===== config.mk =====
export PLATFORM = sky130hd
export DESIGN_NAME = mastermind_scorer_flat
export DESIGN_NICKNAME = d
export VERILOG_FILES = /design/src/rtl/mastermind_scorer_if.sv /design/src/rtl/mastermind_scorer.sv /design/src/flat_wrapper.sv
export SDC_FILE = /design/constraint.sdc
export NUM_CORES = 1
export LEC_CHECK = 0
export CAP_MARGIN = 20
export CORE_MARGIN = 2
export CORE_UTILIZATION = 55
export DETAILED_ROUTE_END_ITERATION = 12
export PLACE_DENSITY = 0.79
export SKIP_LAST_GASP = 1
export SLEW_MARGIN = 0
export SYNTH_ARGS = -nofsm -noshare
export SYNTH_HDL_FRONTEND = slang
export SYNTH_SLANG_ARGS = --single-unit

===== constraint.sdc =====
create_clock -name clk -period 13.35 [get_ports clk]
set_input_delay 2.0025 -clock clk [delete_from_list [all_inputs] [get_ports clk]]
set_output_delay 2.0025 -clock clk [all_outputs]
set_load 0.05 [all_outputs]

===== src/rtl/mastermind_scorer_if.sv =====
// Guess/result bus of the Mastermind scorer: code/guess in over valid/ready,
// scores and game status out over valid/ready.
interface mastermind_scorer_if #(
  parameter int PEGS      = 4,
  parameter int COLOR_W   = 3,
  parameter int MAX_TRIES = 10
);
  localparam int CNT_W = $clog2(PEGS + 1);
  localparam int TRY_W = $clog2(MAX_TRIES + 1);

  logic                      in_valid;
  logic                      in_ready;
  logic [PEGS*COLOR_W-1:0]   code;
  logic [PEGS*COLOR_W-1:0]   guess;
  logic                      out_valid;
  logic                      out_ready;
  logic [CNT_W-1:0]          exact;
  logic [CNT_W-1:0]          partial;
  logic [2*PEGS-1:0]         fb;
  logic [TRY_W-1:0]          tries;
  logic                      win;
  logic                      lose;

  modport master (
    output in_valid, code, guess, out_ready,
    input  in_ready, out_valid, exact, partial, fb, tries, win, lose
  );

  modport slave (
    input  in_valid, code, guess, out_ready,
    output in_ready, out_valid, exact, partial, fb, tries, win, lose
  );
endinterface


===== src/rtl/mastermind_scorer.sv =====
// Sequential Mastermind scorer: one slot per cycle for exact hits and colour
// histograms, then one colour per cycle to sum min(code, guess) occurrences.
module mastermind_scorer #(
  parameter int PEGS      = 4,
  parameter int COLOR_W   = 3,
  parameter int MAX_TRIES = 10
) (
  input  logic               clk,
  input  logic               rst_n,
  input  logic               new_game,
  mastermind_scorer_if.slave bus
);
  localparam int NCOL   = 2 ** COLOR_W;
  localparam int CNT_W  = $clog2(PEGS + 1);
  localparam int TRY_W  = $clog2(MAX_TRIES + 1);
  localparam int SLOT_W = $clog2(PEGS);

  typedef enum logic [1:0] {S_IDLE, S_COUNT, S_SUM, S_DONE} state_t;

  state_t                  state_r;
  logic [PEGS*COLOR_W-1:0] code_r;
  logic [PEGS*COLOR_W-1:0] guess_r;
  logic [SLOT_W-1:0]       slot_r;
  logic [COLOR_W-1:0]      col_r;
  logic [CNT_W-1:0]        hist_c_r [NCOL];
  logic [CNT_W-1:0]        hist_g_r [NCOL];
  logic [CNT_W-1:0]        exact_r;
  logic [CNT_W-1:0]        partial_r;
  logic [2*PEGS-1:0]       fb_r;
  logic                    out_valid_r;
  logic [TRY_W-1:0]        tries_r;
  logic                    win_r;
  logic                    lose_r;

  logic                    in_ready_s;
  logic [COLOR_W-1:0]      code_slot_s;
  logic [COLOR_W-1:0]      guess_slot_s;
  logic [CNT_W-1:0]        partial_sum_s;
  logic [TRY_W-1:0]        tries_inc_s;

  function automatic logic [CNT_W-1:0] min_cnt(input logic [CNT_W-1:0] a,
                                               input logic [CNT_W-1:0] b);
    return (a < b) ? a : b;
  endfunction

  // Feedback is sorted: all exact pegs first, then colour-only pegs, then blanks.
  function automatic logic [2*PEGS-1:0] build_fb(input logic [CNT_W-1:0] ex,
                                                  input logic [CNT_W-1:0] pa);
    logic [2*PEGS-1:0] v;
    v = {(2*PEGS){1'b0}};
    for (int k = 0; k < PEGS; k++) begin
      if (k < int'(ex)) begin
        v[2*k +: 2] = 2'd2;
      end else if (k < int'(ex) + int'(pa)) begin
        v[2*k +: 2] = 2'd1;
      end else begin
        v[2*k +: 2] = 2'd0;
      end
    end
    return v;
  endfunction

  // Slot/colour selection, running partial sum and saturating try count.
  always_comb begin
    in_ready_s    = (state_r == S_IDLE) && !win_r && !lose_r;
    code_slot_s   = code_r[slot_r*COLOR_W +: COLOR_W];
    guess_slot_s  = guess_r[slot_r*COLOR_W +: COLOR_W];
    partial_sum_s = partial_r + min_cnt(hist_c_r[col_r], hist_g_r[col_r]);
    if (tries_r == TRY_W'(MAX_TRIES)) begin
      tries_inc_s = tries_r;
    end else begin
      tries_inc_s = tries_r + TRY_W'(1);
    end
  end

  // Scoring FSM with game bookkeeping; new_game overrides any state.
  always_ff @(posedge clk or negedge rst_n) begin
    if (!rst_n) begin
      state_r     <= S_IDLE;
      code_r      <= {(PEGS*COLOR_W){1'b0}};
      guess_r     <= {(PEGS*COLOR_W){1'b0}};
      slot_r      <= {SLOT_W{1'b0}};
      col_r       <= {COLOR_W{1'b0}};
      exact_r     <= {CNT_W{1'b0}};
      partial_r   <= {CNT_W{1'b0}};
      fb_r        <= {(2*PEGS){1'b0}};
      out_valid_r <= 1'b0;
      tries_r     <= {TRY_W{1'b0}};
      win_r       <= 1'b0;
      lose_r      <= 1'b0;
      for (int c = 0; c < NCOL; c++) begin
        hist_c_r[c] <= {CNT_W{1'b0}};
        hist_g_r[c] <= {CNT_W{1'b0}};
      end
    end else if (new_game) begin
      state_r     <= S_IDLE;
      exact_r     <= {CNT_W{1'b0}};
      partial_r   <= {CNT_W{1'b0}};
      fb_r        <= {(2*PEGS){1'b0}};
      out_valid_r <= 1'b0;
      tries_r     <= {TRY_W{1'b0}};
      win_r       <= 1'b0;
      lose_r      <= 1'b0;
    end else begin
      case (state_r)
        S_IDLE: begin
          if (bus.in_valid && in_ready_s) begin
            code_r    <= bus.code;
            guess_r   <= bus.guess;
            slot_r    <= {SLOT_W{1'b0}};
            col_r     <= {COLOR_W{1'b0}};
            exact_r   <= {CNT_W{1'b0}};
            partial_r <= {CNT_W{1'b0}};
            fb_r      <= {(2*PEGS){1'b0}};
            for (int c = 0; c < NCOL; c++) begin
              hist_c_r[c] <= {CNT_W{1'b0}};
              hist_g_r[c] <= {CNT_W{1'b0}};
            end
            state_r <= S_COUNT;
          end
        end
        S_COUNT: begin
          // Exact hits are kept out of the histograms so they are never re-counted as partial.
          if (code_slot_s == guess_slot_s) begin
            exact_r <= exact_r + CNT_W'(1);
          end else begin
            hist_c_r[code_slot_s]  <= hist_c_r[code_slot_s] + CNT_W'(1);
            hist_g_r[guess_slot_s] <= hist_g_r[guess_slot_s] + CNT_W'(1);
          end
          if (slot_r == SLOT_W'(PEGS - 1)) begin
            state_r <= S_SUM;
          end else begin
            slot_r <= slot_r + SLOT_W'(1);
          end
        end
        S_SUM: begin
          partial_r <= partial_sum_s;
          if (col_r == COLOR_W'(NCOL - 1)) begin
            fb_r        <= build_fb(exact_r, partial_sum_s);
            out_valid_r <= 1'b1;
            state_r     <= S_DONE;
          end else begin
            col_r <= col_r + COLOR_W'(1);
          end
        end
        S_DONE: begin
          if (bus.out_ready) begin
            out_valid_r <= 1'b0;
            state_r     <= S_IDLE;
            tries_r     <= tries_inc_s;
            if (exact_r == CNT_W'(PEGS)) begin
              win_r <= 1'b1;
            end else if (tries_inc_s == TRY_W'(MAX_TRIES)) begin
              lose_r <= 1'b1;
            end
          end
        end
        default: begin
          state_r <= S_IDLE;
        end
      endcase
    end
  end

  assign bus.in_ready  = in_ready_s;
  assign bus.out_valid = out_valid_r;
  assign bus.exact     = exact_r;
  assign bus.partial   = partial_r;
  assign bus.fb        = fb_r;
  assign bus.tries     = tries_r;
  assign bus.win       = win_r;
  assign bus.lose      = lose_r;
endmodule


===== src/flat_wrapper.sv =====
// flat-port wrapper written by rule: the top's interface ports become plain ports
module mastermind_scorer_flat 
#(
  parameter int PEGS      = 4,
  parameter int COLOR_W   = 3,
  parameter int MAX_TRIES = 10
)
  (clk, rst_n, new_game, bus_in_valid, bus_code, bus_guess, bus_out_ready, bus_in_ready, bus_out_valid, bus_exact, bus_partial, bus_fb, bus_tries, bus_win, bus_lose);
  mastermind_scorer_if #(.PEGS(PEGS), .COLOR_W(COLOR_W), .MAX_TRIES(MAX_TRIES)) bus_i ();
  input  logic clk;
  input  logic rst_n;
  input  logic new_game;
  input wire logic [$bits(bus_i.in_valid)-1:0] bus_in_valid;
  input wire logic [$bits(bus_i.code)-1:0] bus_code;
  input wire logic [$bits(bus_i.guess)-1:0] bus_guess;
  input wire logic [$bits(bus_i.out_ready)-1:0] bus_out_ready;
  output wire logic [$bits(bus_i.in_ready)-1:0] bus_in_ready;
  output wire logic [$bits(bus_i.out_valid)-1:0] bus_out_valid;
  output wire logic [$bits(bus_i.exact)-1:0] bus_exact;
  output wire logic [$bits(bus_i.partial)-1:0] bus_partial;
  output wire logic [$bits(bus_i.fb)-1:0] bus_fb;
  output wire logic [$bits(bus_i.tries)-1:0] bus_tries;
  output wire logic [$bits(bus_i.win)-1:0] bus_win;
  output wire logic [$bits(bus_i.lose)-1:0] bus_lose;
  assign bus_i.in_valid = bus_in_valid;
  assign bus_i.code = bus_code;
  assign bus_i.guess = bus_guess;
  assign bus_i.out_ready = bus_out_ready;
  assign bus_in_ready = bus_i.in_ready;
  assign bus_out_valid = bus_i.out_valid;
  assign bus_exact = bus_i.exact;
  assign bus_partial = bus_i.partial;
  assign bus_fb = bus_i.fb;
  assign bus_tries = bus_i.tries;
  assign bus_win = bus_i.win;
  assign bus_lose = bus_i.lose;
  mastermind_scorer #(.PEGS(PEGS), .COLOR_W(COLOR_W), .MAX_TRIES(MAX_TRIES)) u_core (.clk(clk), .rst_n(rst_n), .new_game(new_game), .bus(bus_i));
endmodule

Yosys cells after proc, flatten, opt, wreduce, memory -nomap -nowiden. Cells that the tools add are included.

Bits in registers: 100. Bits of input ports: 29. Output and inout bits: 22. Logic and storage cells: 175.

Add/subtract/negate cells: 8. $mul: 1. Order comparisons: 14. Equal/unequal tests: 19. Shift-type cells: 2. Multiplexer cells: 70. Bitwise logic cells: 4. Reductions and logical operators: 29.

Operators with widths (number): case mux 24 bit (2 select lines) (2); 2-to-1 mux 24 bit (3); < comparator 3 x 32 -> 1 bit, first input constant (2); bitwise mux 24 bit (2); 2-to-1 mux 3 bit (16); binary-select mux 3 bit (select 3 bit) (4); < comparator 1 x 32 -> 1 bit, first input constant (1); < comparator 2 x 32 -> 1 bit, first input constant (1); 2-to-1 mux 8 bit (3); variable part select 12 x 5 -> 3 bit (2); 2-to-1 mux 2 bit (11); AND reduction 4 bit (5); demux 3 bit (select 3 bit) (2); case mux 3 bit (2 select lines) (3); 2-to-1 mux 1 bit (16); 2-to-1 mux 4 bit (4); case mux 8 bit (2 select lines) (1); AND reduction 3 bit (5); adder 3 x 1 -> 3 bit, second input constant (4); greater-or-equal comparator 4 bit, second input constant (3); inverter 3 -> 4 bit (3); nonzero test 2 bit (6); != test 2 bit, second input constant (5); != test 3 x 2 -> 1 bit, second input constant (3); other kinds (24) (40).

Logic depth before layout (Yosys ltp).
Depth in word-level cells: 14. Mapped depth: 21. Depth with buffers taken out: 19.

Worst setup path before layout. Ideal clock, no wire load.

Kind: register to register. Start: reg u_core.col_r[0]. End: reg u_core.fb_r[4] (netlist: u_core.bus.fb[4]). Library setup time: 0.122 ns. Data arrival time: 4.537 ns. Required time: 13.228 ns. Setup slack: 8.692 ns. Cell stages (with the launch flop): 21. Path buffers: 2. Clock period less this slack: 4.658 ns. Path through: dfrtp_1 > clkbuf_1 > clkbuf_1 > mux4_2 > mux2_2 > ha_1 > a21boi_0 > o21ai_0 > nand2b_1 > mux2i_1 > ha_1 > inv_1 > fa_1 > xor2_1 > xnor2_1 > ha_1 > and3_1 > o21bai_1 > a21oi_1 > nor2_1 > a32o_1.

Cells in the longest elaborated chain, start to end: 14. Elaborated cells between the ends (all ways): 20. Classes of those cells: add/sub: 2; order compare: 2; eq/ne: 2; mux: 12; bitwise: 1; reduce/logical: 1.

Ends and longest elaborated chain: from (decl) (RTL line mastermind_scorer.sv:24) `logic [COLOR_W-1:0] col_r;`; from (signal assigned) (RTL line mastermind_scorer.sv:83) `col_r <= {COLOR_W{1'b0}};`; from (signal assigned) (RTL line mastermind_scorer.sv:111) `col_r <= {COLOR_W{1'b0}};`; from (signal assigned) (RTL line mastermind_scorer.sv:143) `col_r <= col_r + COLOR_W'(1);`; inverter 3 -> 4 bit (implied by the code) (RTL line mastermind_scorer.sv:68) `partial_sum_s = partial_r + min_cnt(hist_c_r[col_r], hist_g_r[col_r]);`; binary-select mux 3 bit (select 3 bit) (RTL line mastermind_scorer.sv:68); 2-to-1 mux 3 bit (implied by the code) (2 in a row) (RTL line mastermind_scorer.sv:68); < comparator 3 bit (RTL line mastermind_scorer.sv:43) `return (a < b) ? a : b;`; 2-to-1 mux 3 bit (RTL line mastermind_scorer.sv:43); adder 3 bit (RTL line mastermind_scorer.sv:68); adder 3 x 3 -> 4 bit (RTL line mastermind_scorer.sv:54) `end else if (k < int'(ex) + int'(pa)) begin`; < comparator 3 x 32 -> 1 bit (RTL line mastermind_scorer.sv:54); 2-to-1 mux 1 bit (RTL line mastermind_scorer.sv:54); 2-to-1 mux 2 bit (RTL line mastermind_scorer.sv:52) `if (k < int'(ex)) begin`; 2-to-1 mux 8 bit (RTL line mastermind_scorer.sv:138) `if (col_r == COLOR_W'(NCOL - 1)) begin`; case mux 8 bit (2 select lines) (RTL line mastermind_scorer.sv:105) `case (state_r)`; 2-to-1 mux 8 bit (RTL line mastermind_scorer.sv:95) `end else if (new_game) begin`; to (signal assigned) (RTL line mastermind_scorer.sv:99) `fb_r <= {(2*PEGS){1'b0}};`; to (signal assigned) (RTL line mastermind_scorer.sv:114) `fb_r <= {(2*PEGS){1'b0}};`; to (signal assigned) (RTL line mastermind_scorer.sv:139) `fb_r <= build_fb(exact_r, partial_sum_s);`; to (decl) (RTL line mastermind_scorer.sv:29) `logic [2*PEGS-1:0] fb_r;`.

Parallel ways exist; a longest one is shown, timed or not. The select of a mux whose other input is x is not followed. A chain may end at the register's enable or synchronous reset.

Final worst setup path.
Start: reg u_core.col_r[0]. End: reg u_core.fb_r[0] (netlist: u_core.bus.fb[0]).

Cells in the longest elaborated chain, start to end: 14. Elaborated cells between the ends (all ways): 20. Classes of those cells: add/sub: 2; order compare: 2; eq/ne: 2; mux: 12; bitwise: 1; reduce/logical: 1.

Ends and longest elaborated chain (RTL line): inverter 3 -> 4 bit (implied by the code) (mastermind_scorer.sv:68); binary-select mux 3 bit (select 3 bit) (mastermind_scorer.sv:68); 2-to-1 mux 3 bit (implied by the code) (2 in a row) (mastermind_scorer.sv:68); < comparator 3 bit (mastermind_scorer.sv:43); 2-to-1 mux 3 bit (mastermind_scorer.sv:43); adder 3 bit (mastermind_scorer.sv:68); adder 3 x 3 -> 4 bit (mastermind_scorer.sv:54); < comparator 1 x 32 -> 1 bit (mastermind_scorer.sv:54); 2-to-1 mux 1 bit (mastermind_scorer.sv:54); 2-to-1 mux 2 bit (mastermind_scorer.sv:52); 2-to-1 mux 8 bit (mastermind_scorer.sv:138); case mux 8 bit (2 select lines) (mastermind_scorer.sv:105); 2-to-1 mux 8 bit (mastermind_scorer.sv:95).

Parallel ways exist; a longest one is shown, timed or not. The select of a mux whose other input is x is not followed.

==> results.json <==
{
  "status": "finished clean",
  "finalHoldViolations": 0,
  "io_pins": 51,
  "synthMuxAreaShare_pct": 17.72,
  "cpMostUsedCell": "ha_1",
  "cp.required_ns": 13.63,
  "drc": 0,
  "ir_drop_uv": 153.1,
  "fin_area_mm2": 0.006795,
  "crit_slowest_cell": "dfrtp_1",
  "whs_endpoint": "u_core.bus.fb[1]",
  "postCtsSetupBuffers": 0,
  "drive_gt1_share_pct": 14.43,
  "placed_area_mm2": 0.006578,
  "min_from": "u_core.bus.fb[1]",
  "wl_mm": 13.47,
  "critical-path-max-stage-delay_ns": 0.91,
  "clkPwrFrac_pct": 12.5,
  "synth-compound-area-share_pct": 15.67,
  "cts-hold-fix-buffers": 0,
  "clockBufferDepth": 2,
  "reg2reg_to": "u_core.bus.fb[0]",
  "synth_ff_type": "dfrtp_1",
  "die_h_um": 108.9,
  "coreArea_mm2": 0.01079,
  "period_share_pct": 36.11,
  "post_cts_resized": 0,
  "grt_first_pass_wirelength_mm": 23.05,
  "place_hpwl_mm": 9.514,
  "worst_ep_arrival_time_ns": 5.10,
  "min_period_ns": 4.821,
  "cp_max_fo": 15,
  "ys_seq_elements": 100,
  "relSlewSlack_pct": 39.89,
  "p_sw_share_pct": 46.69,
  "synthAdderAreaFrac_pct": 5.003,
  "maxSlewViolCount": 0,
  "async_reset_ff_share_pct": 100.0,
  "initial_utilization_pct": 56.07,
  "post-route-util_pct": 62.96,
  "met1_usage_pct": 32.17,
  "grt_util_met2_pct": 41.39,
  "worstRegToRegCells": 17,
  "numCtsBuffers": 9,
  "worstPathCellList": "mux4_2 > mux2_2 > ha_1 > a21boi_0 > o21ai_0 > nand2b_1 > mux2i_1 > ha_1 > inv_1 > fa_1 > xor2_1 > xnor2_1 > ha_1 > and3_1 > o21bai_1 > nor3_1 > o41ai_1",
  "yosysWarnings": 0,
  "fmax_mhz": 207.4,
  "layout.nets": 657,
  "grt_use_total_pct": 24.95,
  "die-area_mm2": 0.01186,
  "synth_top_family_by_area": "multiplexers",
  "holdCritPathClass": "reg2reg",
  "synth.net_count": 631,
  "drt-initial-drc-count": 334,
  "start_kind": "flip-flop",
  "cts-htree-levels": 3,
  "portBuffers": 50,
  "drv_cap": 0,
  "post_drt_wl_per_cell_um": 17.96,
  "clk_latency_ns": 0.39,
  "area.growth.synth_to_final_pct": 12.28,
  "worstSetupPathType": "reg2reg",
  "root_buffer": "clkbuf_8",
  "antenna_found_initial": 0,
  "drtPass1Iterations": 6,
  "synthCells": 579,
  "worst_pin_slew_ns": 0.8956,
  "tns_ns": 0,
  "yosys.area_share.simple_pct": 14.37,
  "synth_edf_count": 0,
  "overflow": 0,
  "grt_max_degree": 80,
  "seqPwrFrac_pct": 31.8,
  "synth-xor-area-share_pct": 1.943,
  "r2r_start": "u_core.col_r[0]",
  "hold_depth": 2,
  "pwr-share-comb_pct": 55.7,
  "ys_seq_area_share_pct": 41.35,
  "cts.sinks": 100,
  "grt_util_met3_pct": 3.766,
  "critPathLaunch": "u_core.col_r[0]",
  "syn_avg_cell_area_um2": 10.45,
  "setup_viol": 0,
  "skew_ns": 0.01432,
  "p_per_area_mw_per_mm2": 236.5,
  "synthDistinctLibCells": 57,
  "rsz0062_at_grt": "false",
  "cts_tree": "yes",
  "antenna_left": 0,
  "vias": 4745,
  "insertedDiodeCount": 0,
  "avgViaCountPerCell": 6.327,
  "gp_congestion": 0.8842,
  "leakage_nw": 2.866,
  "clk_pin_slew_ns": 0.10,
  "synthesis.area_mm2": 0.006052,
  "nFillCells": 844,
  "die_x_um": 108.9,
  "grt-busiest-layer": "met2",
  "switchingPower_mw": 0.7503,
  "end_kind": "flip-flop",
  "row_count": 38,
  "p_int_mw": 0.8567,
  "rrSetupSlack_ns": 8.53,
  "total_power_mw": 1.607,
  "first_global_vias": 4831
}
-- synthesized netlist by cell type, drive strengths merged, types with 7 or more instances --
cell type	number	area, µm²
o311ai	15	131.4
mux2	34	386.6
ha	21	262.8
mux2i	19	190.2
mux4	22	495.5
buf	12	70.07
o41ai	7	76.32
o211ai	7	52.55
and3	21	131.4
nand2	67	251.5
xnor2	7	91.34
a22o	11	96.34
o31ai	12	90.09
a21oi	25	125.1
dfrtp	100	2502
o21ai	31	155.1
inv	18	67.56
clkbuf	27	101.4
nand3	34	170.2
nor2	26	97.59
-- logic make-up (layout without fill, tap and decap cells) --
family / count (synthesis) / in the layout
xor gates and xnor gates: 10 / 10
DFF: 100 / 100
AOI/OAI and AO/OA: 133 / 133
adders and majority gates: 23 / 23
and+or+nand+nor: 181 / 181
muxes: 75 / 75
buffers and inverters: 57 / 88
-- cells in the final DEF (no fill, tap or decap), types with 6 or more instances in the layout --
cell type and count:
inv_1 18, and3_1 21, nor2b_1 6, nand3_1 34, dfrtp_1 100, a22o_1 11
mux4_2 22, o21ai_0 17, a21oi_1 25, clkbuf_8 10, o21ai_1 14, o211ai_1 7
mux2_2 33, nand2_1 67, nor2_1 26, ha_1 21, mux2i_1 19, clkdlybuf4s50_1 49
o31ai_1 12, o311ai_1 15
-- power groups by stage --
stage | logic (mW) | clock network [mW] | registers, mW
floorplan | 0.729 | 0 | 0.474
global placement | 0.857 | 0 | 0.506
detailed placement | 0.886 | 0 | 0.516
CTS | 0.889 | 0.204 | 0.510
global route | 0.973 | 0.218 | 0.529
finish | 0.895 | 0.200 | 0.512
-- through the flow --
step | cells | setup WS [ns] | hold WS (ns)
4_1_cts | 749 | 8.512 | 0.4934
5_1_grt | 750 | 8.143 | 0.5137
6_report | 750 | 8.529 | 0.4826
3_5_place_dp | 733 | 8.590 | 0.4669
3_3_place_gp | 733 | 8.764 | 0.4623
2_1_floorplan | 579 | 8.692 | 0.4739
-- sequential cells by signal (all words and copies together), names as in the netlist, 2 cells and up --
| name | cells |
|---|---|
| u_core.guess_r | 12 |
| u_core.hist_g_r | 24 |
| u_core.code_r | 12 |
| u_core.hist_c_r | 24 |
| u_core.bus.tries | 4 |
| u_core.bus.partial | 3 |
| u_core.state_r | 2 |
| u_core.bus.exact | 3 |
| u_core.bus.fb | 8 |
| u_core.slot_r | 2 |
| u_core.col_r | 3 |
-- routing by layer --
| metal | wire length [µm] | part of all wire [%] | vias to the layer above |
|---|---|---|---|
| met5 | 0 | 0 | - |
| met4 | 346 | 2.6 | 0 |
| met3 | 677 | 5.0 | 29 |
| met2 | 6760 | 50 | 153 |
| met1 | 5688 | 42 | 2358 |
| li1 | - | - | 2205 |
-- worst max-delay path by stage --
stage                            end  slack [ns]  cells past startpoint
floorplan           u_core.bus.fb[4]        8.69                     20
global route        u_core.bus.fb[4]        8.14                     18
global placement    u_core.bus.fb[4]        8.76                     18
finish              u_core.bus.fb[0]        8.53                     17
detailed placement  u_core.bus.fb[0]        8.59                     17
CTS                 u_core.bus.fb[0]        8.51                     17
-- worst max-delay path, delay by kind of cell, from the launching register on --
family | cells | cell delay, ns
adders and majority gates | 4 | 1.11
muxes | 3 | 1.11
buffers and inverters | 1 | 0.05
xor gates and xnor gates | 2 | 0.41
and+or+nand+nor | 3 | 0.37
DFF | 1 | 0.91
AOI/OAI and AO/OA | 4 | 0.76
-- cell type report --
cell class              instances  area (µm²)  area share, %
clock buffers                  11       141.4          2.081
clock inverters                 5       61.31         0.9022
inverters                      18       67.56         0.9943
multi-input cells             422        3312          48.74
flip-flops and latches        100        2502          36.83
well taps                     140       175.2          2.578
repair buffers                 54       535.5          7.881
No activity file was read; power rests on OpenSTA's default activity.
